--- config.mk ---
export PLATFORM = sky130hd
export DESIGN_NAME = rv32i_lsu_wb
export DESIGN_NICKNAME = d
export VERILOG_FILES = /design/src/rtl/rv32i_lsu_pkg.sv /design/src/rtl/rv32i_wb_pkg.sv /design/src/rtl/rv32i_lsu_align.sv /design/src/rtl/rv32i_lsu_wb.sv
export SDC_FILE = /design/constraint.sdc
export NUM_CORES = 1
export LEC_CHECK = 0
export ABC_AREA = 1
export CORE_UTILIZATION = 39
export CTS_CLUSTER_DIAMETER = 120
export CTS_CLUSTER_SIZE = 25
export DETAILED_ROUTE_END_ITERATION = 12
export GPL_TIMING_DRIVEN = 0
export PLACE_DENSITY = 0.88
export SLEW_MARGIN = 0
export SYNTH_ARGS = -nofsm -noshare
export SYNTH_HDL_FRONTEND = slang
export SYNTH_SLANG_ARGS = --single-unit
--- constraint.sdc ---
create_clock -name clk_i -period 1.3 [get_ports clk_i]
set_input_delay 0.195 -clock clk_i [delete_from_list [all_inputs] [get_ports clk_i]]
set_output_delay 0.195 -clock clk_i [all_outputs]
set_load 0.01 [all_outputs]
--- src/rtl/rv32i_lsu_pkg.sv ---
// Load/store unit operation encoding and helpers.
package rv32i_lsu_pkg;
    typedef enum logic [2:0] {
        LSU_LB  = 3'd0,
        LSU_LH  = 3'd1,
        LSU_LW  = 3'd2,
        LSU_LBU = 3'd3,
        LSU_LHU = 3'd4,
        LSU_SB  = 3'd5,
        LSU_SH  = 3'd6,
        LSU_SW  = 3'd7
    } lsu_op_e;

    function automatic logic is_store(input lsu_op_e op);
        return (op == LSU_SB) || (op == LSU_SH) || (op == LSU_SW);
    endfunction

    // 0 = byte, 1 = halfword, 2 = word
    function automatic logic [1:0] op_size(input lsu_op_e op);
        logic [1:0] size;
        case (op)
            LSU_LB, LSU_LBU, LSU_SB: size = 2'd0;
            LSU_LH, LSU_LHU, LSU_SH: size = 2'd1;
            default:                 size = 2'd2;
        endcase
        return size;
    endfunction

    function automatic logic is_misaligned(input lsu_op_e op, input logic [1:0] off);
        logic mis;
        case (op_size(op))
            2'd0:    mis = 1'b0;
            2'd1:    mis = off[0];
            default: mis = (off != 2'b00);
        endcase
        return mis;
    endfunction
endpackage

--- src/rtl/rv32i_wb_pkg.sv ---
// Wishbone data-port geometry shared by the RV32I core and its data memory.
package rv32i_wb_pkg;
    localparam int WB_DATA_WIDTH = 32;
    localparam int WB_ADDR_WIDTH = 32;
    localparam int WB_SEL_WIDTH  = WB_DATA_WIDTH / 8;
endpackage

--- src/rtl/rv32i_lsu_align.sv ---
// Combinational lane logic: store replication/byte selects and load extraction/extension.
module rv32i_lsu_align
    import rv32i_lsu_pkg::*;
    import rv32i_wb_pkg::*;
(
    input  lsu_op_e                  st_op_i,
    input  logic [1:0]               st_off_i,
    input  logic [31:0]              st_wdata_i,
    output logic [WB_SEL_WIDTH-1:0]  st_sel_o,
    output logic [WB_DATA_WIDTH-1:0] st_dat_o,
    input  lsu_op_e                  ld_op_i,
    input  logic [1:0]               ld_off_i,
    input  logic [WB_DATA_WIDTH-1:0] ld_word_i,
    output logic [31:0]              ld_rdata_o
);
    logic [31:0] lane_s;

    // Selects and replicated store data; loads reuse the same select pattern.
    always_comb begin
        st_sel_o = 4'h0;
        st_dat_o = 32'h0;
        case (op_size(st_op_i))
            2'd0: begin
                st_sel_o = 4'b0001 << st_off_i;
                st_dat_o = {4{st_wdata_i[7:0]}};
            end
            2'd1: begin
                st_sel_o = 4'b0011 << st_off_i;
                st_dat_o = {2{st_wdata_i[15:0]}};
            end
            default: begin
                st_sel_o = 4'hF;
                st_dat_o = st_wdata_i;
            end
        endcase
    end

    assign lane_s = ld_word_i >> {ld_off_i, 3'b000};

    // Pick the addressed lane and extend it to 32 bits.
    always_comb begin
        ld_rdata_o = 32'h0;
        case (ld_op_i)
            LSU_LB:  ld_rdata_o = {{24{lane_s[7]}}, lane_s[7:0]};
            LSU_LH:  ld_rdata_o = {{16{lane_s[15]}}, lane_s[15:0]};
            LSU_LBU: ld_rdata_o = {24'h0, lane_s[7:0]};
            LSU_LHU: ld_rdata_o = {16'h0, lane_s[15:0]};
            default: ld_rdata_o = ld_word_i;
        endcase
    end
endmodule

--- src/rtl/rv32i_lsu_wb.sv ---
// Single-outstanding load/store unit driving a Wishbone data port.
// Define RV32I_LSU_TIMEOUT_EN to abort bus cycles after TIMEOUT_CYCLES with an error.
module rv32i_lsu_wb
    import rv32i_lsu_pkg::*;
    import rv32i_wb_pkg::*;
#(
    parameter int TIMEOUT_CYCLES = 256
) (
    input  logic                     clk_i,
    input  logic                     rst_ni,
    input  logic                     req_valid_i,
    output logic                     req_ready_o,
    input  lsu_op_e                  req_op_i,
    input  logic [31:0]              req_addr_i,
    input  logic [31:0]              req_wdata_i,
    output logic                     rsp_valid_o,
    output logic [31:0]              rsp_rdata_o,
    output logic                     rsp_err_o,
    output logic                     rsp_misalign_o,
    output logic                     wb_cyc_o,
    output logic                     wb_stb_o,
    output logic                     wb_we_o,
    output logic [WB_SEL_WIDTH-1:0]  wb_sel_o,
    output logic [WB_ADDR_WIDTH-1:0] wb_adr_o,
    output logic [WB_DATA_WIDTH-1:0] wb_dat_o,
    input  logic [WB_DATA_WIDTH-1:0] wb_dat_i,
    input  logic                     wb_ack_i,
    input  logic                     wb_err_i,
    input  logic                     wb_stall_i
);
    typedef enum logic [1:0] {IDLE = 2'd0, BUS = 2'd1, RESP = 2'd2} state_e;

    state_e                   state_q, state_d;
    lsu_op_e                  op_q, op_d;
    logic [1:0]               off_q, off_d;
    logic                     ready_q, ready_d;
    logic                     cyc_q, cyc_d, we_q, we_d;
    logic [WB_SEL_WIDTH-1:0]  sel_q, sel_d;
    logic [WB_ADDR_WIDTH-1:0] adr_q, adr_d;
    logic [WB_DATA_WIDTH-1:0] dat_q, dat_d;
    logic                     rsp_valid_q, rsp_valid_d, rsp_err_q, rsp_err_d;
    logic                     rsp_mis_q, rsp_mis_d;
    logic [31:0]              rsp_rdata_q, rsp_rdata_d;
    logic [WB_SEL_WIDTH-1:0]  st_sel_s;
    logic [WB_DATA_WIDTH-1:0] st_dat_s;
    logic [31:0]              ld_rdata_s;
    logic                     timeout_s;
    logic                     stall_unused_s;

    // Stall only delays the slave; stb is simply held, so the input carries no information here.
    assign stall_unused_s = wb_stall_i;

    rv32i_lsu_align u_align (
        .st_op_i    (req_op_i),
        .st_off_i   (req_addr_i[1:0]),
        .st_wdata_i (req_wdata_i),
        .st_sel_o   (st_sel_s),
        .st_dat_o   (st_dat_s),
        .ld_op_i    (op_q),
        .ld_off_i   (off_q),
        .ld_word_i  (wb_dat_i),
        .ld_rdata_o (ld_rdata_s)
    );

`ifdef RV32I_LSU_TIMEOUT_EN
    localparam int CNT_W = $clog2(TIMEOUT_CYCLES + 1);
    logic [CNT_W-1:0] tmo_cnt_q;

    // Counts BUS cycles; held at zero outside BUS so each bus cycle starts fresh.
    always_ff @(posedge clk_i or negedge rst_ni) begin
        if (!rst_ni) begin
            tmo_cnt_q <= '0;
        end else if (state_q == BUS) begin
            tmo_cnt_q <= tmo_cnt_q + CNT_W'(1);
        end else begin
            tmo_cnt_q <= '0;
        end
    end

    assign timeout_s = (tmo_cnt_q == CNT_W'(TIMEOUT_CYCLES));
`else
    assign timeout_s = 1'b0;
`endif

    // Next-state and registered-output logic; bus fields are frozen while in BUS.
    always_comb begin
        state_d     = state_q;
        op_d        = op_q;
        off_d       = off_q;
        cyc_d       = cyc_q;
        we_d        = we_q;
        sel_d       = sel_q;
        adr_d       = adr_q;
        dat_d       = dat_q;
        rsp_valid_d = 1'b0;
        rsp_err_d   = 1'b0;
        rsp_mis_d   = 1'b0;
        rsp_rdata_d = 32'h0;
        case (state_q)
            IDLE: begin
                if (req_valid_i) begin
                    op_d  = req_op_i;
                    off_d = req_addr_i[1:0];
                    if (is_misaligned(req_op_i, req_addr_i[1:0])) begin
                        state_d     = RESP;
                        rsp_valid_d = 1'b1;
                        rsp_mis_d   = 1'b1;
                    end else begin
                        state_d = BUS;
                        cyc_d   = 1'b1;
                        we_d    = is_store(req_op_i);
                        sel_d   = st_sel_s;
                        adr_d   = {req_addr_i[31:2], 2'b00};
                        dat_d   = is_store(req_op_i) ? st_dat_s : {WB_DATA_WIDTH{1'b0}};
                    end
                end else begin
                    state_d = IDLE;
                end
            end
            BUS: begin
                if (wb_err_i || wb_ack_i || timeout_s) begin
                    state_d     = RESP;
                    rsp_valid_d = 1'b1;
                    cyc_d       = 1'b0;
                    we_d        = 1'b0;
                    sel_d       = {WB_SEL_WIDTH{1'b0}};
                    adr_d       = {WB_ADDR_WIDTH{1'b0}};
                    dat_d       = {WB_DATA_WIDTH{1'b0}};
                    if (wb_err_i || !wb_ack_i) begin
                        rsp_err_d = 1'b1;
                    end else begin
                        rsp_rdata_d = is_store(op_q) ? 32'h0 : ld_rdata_s;
                    end
                end else begin
                    state_d = BUS;
                end
            end
            RESP:    state_d = IDLE;
            default: state_d = IDLE;
        endcase
        ready_d = (state_d == IDLE);
    end

    // State and output registers.
    always_ff @(posedge clk_i or negedge rst_ni) begin
        if (!rst_ni) begin
            state_q     <= IDLE;
            op_q        <= LSU_LW;
            off_q       <= 2'b00;
            ready_q     <= 1'b1;
            cyc_q       <= 1'b0;
            we_q        <= 1'b0;
            sel_q       <= {WB_SEL_WIDTH{1'b0}};
            adr_q       <= {WB_ADDR_WIDTH{1'b0}};
            dat_q       <= {WB_DATA_WIDTH{1'b0}};
            rsp_valid_q <= 1'b0;
            rsp_err_q   <= 1'b0;
            rsp_mis_q   <= 1'b0;
            rsp_rdata_q <= 32'h0;
        end else begin
            state_q     <= state_d;
            op_q        <= op_d;
            off_q       <= off_d;
            ready_q     <= ready_d;
            cyc_q       <= cyc_d;
            we_q        <= we_d;
            sel_q       <= sel_d;
            adr_q       <= adr_d;
            dat_q       <= dat_d;
            rsp_valid_q <= rsp_valid_d;
            rsp_err_q   <= rsp_err_d;
            rsp_mis_q   <= rsp_mis_d;
            rsp_rdata_q <= rsp_rdata_d;
        end
    end

    assign req_ready_o    = ready_q;
    assign rsp_valid_o    = rsp_valid_q;
    assign rsp_rdata_o    = rsp_rdata_q;
    assign rsp_err_o      = rsp_err_q;
    assign rsp_misalign_o = rsp_mis_q;
    assign wb_cyc_o       = cyc_q;
    assign wb_stb_o       = cyc_q;
    assign wb_we_o        = we_q;
    assign wb_sel_o       = sel_q;
    assign wb_adr_o       = adr_q;
    assign wb_dat_o       = dat_q;
endmodule

==> results of run 1 <==
==> synth_stat cells <==
cell,count
a211oi_2,1
a21oi_1,24
a21oi_2,1
buf_2,12
buf_4,3
buf_6,7
clkbuf_1,13
conb_1,1
dfrtp_1,108
dfstp_2,2
inv_1,59
inv_2,7
nand2_1,259
nand2_2,3
nand3_1,47
nand3_2,3
nand3b_1,3
nand4_1,1
nor2_1,72
nor2_2,10
nor3_1,1
o21ai_0,40
o21ai_1,2
o22ai_1,1
o31ai_1,7
==> stage by stage <==
stage / total power, mW / instance area [um^2] / TNS, ns / setup slack [ns] / instances
finish: 14.9 / 9110 / -15.39 / -0.204 / 1138
global route: 15.7 / 9110 / -21.41 / -0.261 / 1138
CTS: 13.7 / 8470 / -12.71 / -0.195 / 1124
detailed placement: 10.3 / 7610 / -56.85 / -0.714 / 1073
global placement: 10.2 / 7590 / -497.59 / -4.07 / 1072
floorplan: 7.52 / 5290 / -2.70 / -0.0789 / 688
==> final timing paths <==
kind                                              start                  endpoint  slack, ns  depth (start not counted)
worst max-delay path              rsp_valid_o$_DFF_PN0_   wb_adr_o[4]$_DFFE_PN0P_      -0.20                         10
worst min-delay path                        req_op_i[2]       op_q[2]$_DFFE_PN0P_       0.14                          3
worst max register to register    rsp_valid_o$_DFF_PN0_   wb_adr_o[4]$_DFFE_PN0P_      -0.20                         10
worst min register to register  wb_adr_o[4]$_DFFE_PN0P_   wb_adr_o[4]$_DFFE_PN0P_       0.48                          2
max in group asynchronous                        rst_ni  wb_adr_o[21]$_DFFE_PN0P_       0.19                          3
min in group asynchronous                        rst_ni  rsp_rdata_o[1]$_DFF_PN0_       0.36                          2
==> layout make-up <==
| cell class | instances | area, um^2 |
|---|---|---|
| tap | 176 | 220 |
| clock buffer | 11 | 253 |
| buffer | 31 | 357 |
| fill | 966 | 4080 |
| sequential | 110 | 2760 |
| multi-input combinational | 477 | 2630 |
| timing repair buffer | 262 | 2580 |
| inverter | 66 | 275 |
| clock inverter | 5 | 40.0 |
==> where the power goes <==
group / switching, mW / internal [mW]
registers: 0.589 / 4.27
clock network: 1.29 / 1.43
logic: 3.99 / 3.36
==> kinds of logic (layout without fill, tap and decap cells) <==
logic type | Yosys count | count (layout) | synth area share, %
other | 1 | 2 | 0.0714
flip-flops | 110 | 110 | 52.5
AO/OA/AOI/OAI | 76 | 76 | 7.82
buffers and inverters | 101 | 375 | 8.72
AND/OR/NAND/NOR | 399 | 399 | 30.9
==> flip-flops by register name, indices dropped and copies added (netlist names) <==
register and flops:
rsp_rdata_o 32, wb_dat_o 32, wb_adr_o 30, wb_sel_o 4
op_q 3, off_q 2, req_ready_o 1, rsp_err_o 1
rsp_misalign_o 1, rsp_valid_o 1, state_q 1, wb_cyc_o 1
wb_we_o 1
==> per-layer routing <==
layer	routed length, um	share of wire (%)
met4	1190	6.1
met5	0	0
met2	9210	47
met1	7710	40
met3	1370	7.1
==> timing repair <==
action,CTS,global route
endpoints found under the hold margin,40,0
gates cloned,9,4
setup buffers,27,18
endpoints found under the setup margin,207,104
hold buffers,1,0
pin swaps,22,40
gates resized for setup,243,176
==> cells in the final DEF, fill, tap and decap left out, types with 3 or more instances in the layout <==
cell,count
nand2_1,181
dfrtp_1,107
dlygate4sd2_1,101
clkdlybuf4s50_1,97
nand2_2,69
nor2_1,57
inv_1,52
nand3_1,27
buf_4,27
o21ai_0,21
buf_6,20
nand3_2,19
a21oi_1,19
clkbuf_16,15
nor2_2,14
buf_8,13
o21ai_1,12
nor2_4,11
nand2_4,11
inv_2,10
o21ai_2,9
clkbuf_2,8
a21oi_2,5
buf_2,5
clkbuf_8,5
nand3_4,4
buf_12,4
o31ai_2,4
clkbuf_4,3
nand3b_1,3
inv_6,3
clkdlybuf4s15_1,3
==> worst max-delay path, stage by stage (launching register included) <==
cell	delay (ns)
dfrtp_1	0.40
inv_2	0.07
nand2_2	0.06
nor2_4	0.12
nand3_4	0.13
nand2_8	0.12
clkinv_8	0.08
buf_12	0.15
clkbuf_16	0.15
nand2_1	0.05
nand2_1	0.05
==> reports/qor.txt, run 1 <==
CTS tree = yes
Rows = 42
initial antenna violation count = 0
mapped cell area = 5250 um^2
Leak = 4.97 nW
clk slew on worst S/H paths = 0.07 ns
status = complete, but fails checks
Initial Util = 39.8%
critical path data required time = 1.54 ns
worst min path class = input port to flip-flop
Layout Nets = 1062
Fin. Hold Viols = 0
DRC = 0
Pwr Density = 1640 nW/um^2
Iteration-0 DRC Markers = 495
PortBufs = 208
worst vdd ir = 0.926 mV
WL final = 19500 um
vias = 5910
fmax = 0.665 GHz
ANT nets after route = 0
cell count after synthesis = 687
WS Path Type = flip-flop to flip-flop
CTS Sinks = 110
CP endpoint kind = flip-flop
Worst slew margin = 63.6%
largest area contributor in the netlist = dfrtp_1
vias per inst = 5.19
Routability Congestion = 0.902
maxcap violations = 0
Seq/Total Area, Yosys = 52.5%
IO Pins = 212
fin crit period = 1.50 ns
Yosys cell types = 25
unrepaired setup endpoints after global routing = true
routing usage on met3 = 4.46%
Synth-to-Final Area Change = 73.5%
Max Root-Sink Buffers = 2
worst setup margin = -0.204 ns
YS warnings = 0
hpwl dp = 11600 um
skew final = 0.00929 ns
#FFs+latches synth = 110
drt pass-1 iters = 5
clk_lat worst skew = 0.36 ns
CTS H-tree depth = 3
die width = 118 um
Crit path arrival time = 1.74 ns
actual slew at the worst max-slew pin = 0.546 ns
final setup violating endpoints = 98
final core utilization = 69.1%
number of global-route vias before repair = 5445
max-slew violations = 0
Die Footprint = 13900 um^2
CTS Root Cell = clkbuf_16
layout cells sized above 1 = 28.6%
grt total ovfl = 0
Core ar. = 13200 um^2
ant diodes = 0
DR WL/cell = 17.1 um
final hold slack = 0.136 ns
met2 Usage GRT = 40.5%
DIE HEIGHT = 118 um
Synth top area share = 51.5%
Mean Syn Cell Area = 7.64 um^2
largest net degree at the start of global routing = 71
Critical Path Fanout Max = 5
Synth area leaders = dfrtp_1, nand2_1, nor2_1
period utilisation layout = 116%
All-Layer GR Usage = 25.4%
gr busiest metal = met2
number of clock buffers inserted by TritonCTS = 9
failing checks = negative setup slack
CP Launch Type = flip-flop
met1 Use GR = 32.5%
first-pass GRT wire length = 27700 um
Note: power is estimated with default switching activity, not from simulation.
==> run 2: changes to the inputs <==
- CORE_UTILIZATION: 39 -> 44
- PLACE_DENSITY: 0.88 -> 0.93
- clock period: 1.3 -> 1.45 ns (I/O delays scaled with it)
==> run 2 against run 1 <==
  * The run ends with design-rule violations, negative setup slack left
  * Maximum frequency shrank 2.5%
  * Setup slack improved by 0.11 ns
  * Combinational power shrank 17%
  * Cell count decreased by 4.6%
  * Clock skew fell by 0.0010 ns
  * First-iteration DRC count up 0.81%
  * Cell area fell by 2.9%
  * Critical path depth unchanged
  * Routed wire length decreased by 3.5%
  * Clock power decreased by 11%
  * Flip-flop and latch count unchanged
  * Critical endpoint is now wb_adr_o[8]$_DFFE_PN0P_
==> reports/qor.txt, run 2 (synthesis results as in run 1) <==
WL final = 18800 um (-3.5%)
initial antenna violation count = 0 (unchanged)
worst min path class = input port to flip-flop
actual slew at the worst max-slew pin = 0.535 ns (-0.0115 ns)
Pwr Density = 1460 nW/um^2 (-11%)
max-slew violations = 0 (unchanged)
vias = 5752 (-2.7%)
unrepaired setup endpoints after global routing = true
Die Footprint = 12400 um^2 (-11%)
TNS Setup = -4.04 ns (+11.35 ns)
die width = 111 um (-5.8%)
worst vdd ir = 0.968 mV (+4.6%)
number of clock buffers inserted by TritonCTS = 9 (unchanged)
fin crit period = 1.54 ns (+0.0390 ns)
CP endpoint kind = flip-flop
IO Pins = 212 (unchanged)
Layout Nets = 1043 (-1.8%)
skew final = 0.00824 ns (-0.00105 ns)
Rows = 39 (-7.1%)
crit path cell chain = inv_2 > nand2_2 > nor2_4 > nand3_4 > nand2_4 > inv_4 > buf_12 > clkbuf_16 > nand2_1 > nand2_1
critical path data required time = 1.70 ns (+0.16 ns)
All-Layer GR Usage = 27.0% (+1.6 points)
CP delay by family, top = simple AND/OR/NAND/NOR gates
Crit path arrival time = 1.79 ns (+0.05 ns)
DR WL/cell = 17.3 um (+1.1%)
DRC = 22 (+22)
drt pass-1 iters = 9 (+4)
Worst slew margin = 64.3% (+0.77 points)
Leak = 4.92 nW (-1.0%)
layout cells sized above 1 = 23.2% (-5.4 points)
fin area = 8840 um^2 (-2.9%)
Routability Congestion = 0.893 (-0.95%)
Fin. Hold Viols = 0 (unchanged)
clk slew on worst S/H paths = 0.07 ns (about the same)
period utilisation layout = 106% (-9.3 points)
ant diodes = 0 (unchanged)
Placement Cell Area = 7540 um^2 (-0.95%)
commonest non-fill, non-tap cells in the layout = nand2_1, clkdlybuf4s50_1, dfrtp_1
dpl ws = -0.688 ns (+0.0258 ns)
Max Root-Sink Buffers = 2 (unchanged)
CTS Root Cell = clkbuf_16
CP bufs+invs = 4 (unchanged)
CP Launch Type = flip-flop
final setup violating endpoints = 74 (-24%)
Critical Path Fanout Max = 8 (+3)
crit-path max cell delay = 0.40 ns (about the same)
fin cells = 1086 (-4.6%)
clk_lat worst skew = 0.35 ns (about the same)
status = complete, but fails checks
hpwl dp = 11700 um (+0.40%)
ANT nets after route = 0 (unchanged)
vias per inst = 5.30 (+2.0%)
WS Path Type = flip-flop to flip-flop
first-pass GRT wire length = 26300 um (-5.1%)
grt total ovfl = 0 (unchanged)
CTS tree = yes
Core ar. = 11500 um^2 (-13%)
Synth-to-Final Area Change = 68.5%
DP Cell Count = 1040 (-3.1%)
CTS H-tree depth = 3 (unchanged)
cell seen most often among critical-path stages = nand2_1
final core utilization = 76.8% (+7.7 points)
worst setup margin = -0.0931 ns (+0.111 ns)
PortBufs = 208 (unchanged)
DIE HEIGHT = 111 um (-5.8%)
Crit-path slowest cell = dfrtp_1
commonest non-fill, non-tap cell in the layout = nand2_1
largest net degree at the start of global routing = 73 (+2.8%)
number of global-route vias before repair = 5252 (-3.5%)
Iteration-0 DRC Markers = 499 (+0.81%)
failing checks = design-rule violations, negative setup slack
maxcap violations = 0 (unchanged)
CTS Sinks = 110 (unchanged)
fmax = 0.648 GHz (-2.5%)
Initial Util = 45.6% (+5.8 points)
## run 2: final cells by class
| cell class | instances | area [um^2] |
|---|---|---|
| clock buffer | 11 | 253 |
| timing repair buffer | 239 | 2410 |
| tap | 143 | 179 |
| clock inverter | 5 | 40.0 |
| fill | 717 | 2670 |
| buffer | 35 | 334 |
| inverter | 66 | 269 |
| multi-input combinational | 477 | 2600 |
| sequential | 110 | 2760 |
## run 2: final timing paths
kind,from,end,slack [ns],depth (start not counted)
setup / recovery,rsp_valid_o$_DFF_PN0_,wb_adr_o[8]$_DFFE_PN0P_,-0.09,10
hold / removal,req_addr_i[1],off_q[1]$_DFFE_PN0P_,0.32,3
setup reg to reg,rsp_valid_o$_DFF_PN0_,wb_adr_o[8]$_DFFE_PN0P_,-0.09,10
hold reg to reg,wb_adr_o[24]$_DFFE_PN0P_,wb_adr_o[24]$_DFFE_PN0P_,0.47,2
max in group asynchronous,rst_ni,req_ready_o$_DFF_PN1_,0.32,3
min in group asynchronous,rst_ni,rsp_rdata_o[1]$_DFF_PN0_,0.39,2
## run 2: repair_timing
| action | 4_1_cts | 5_1_grt |
|---|---|---|
| hold endpoints to repair | 38 | 0 |
| pin swaps | 9 | 26 |
| setup buffers | 13 | 10 |
| cloned | 3 | 5 |
| endpoints found under the setup margin | 180 | 112 |
| gates resized for setup | 156 | 179 |
| hold buffers | 1 | 0 |
## run 2: metal layers
metal	global-route usage [%]	vias up	wire, um
li1	-	2647	-
met1	34.0	2704	7190
met2	45.0	325	9380
met3	4.32	76	1350
met4	13.8	0	888
met5	0	-	0
## run 2: power by group
group	switching, mW	leakage (nW)	internal, mW
Combinational	3.44	3.33	2.66
Sequential	0.524	1.46	3.82
Clock	1.15	0.135	1.27
## run 2: stage by stage
stage	hold WS, ns	power [mW]
final	0.318	12.9
after global routing	0.307	13.5
after CTS	0.285	11.7
after detailed placement	0.232	9.20
after global placement	0.452	9.06
after floorplan	-0.0781	6.69
## run 2: tightest hold or removal path, delay by kind of cell
family	cells	cell delay, ns
AOI/OAI and AO/OA	1	0.08
buffers and inverters	1	0.26
and+or+nand+nor	1	0.07
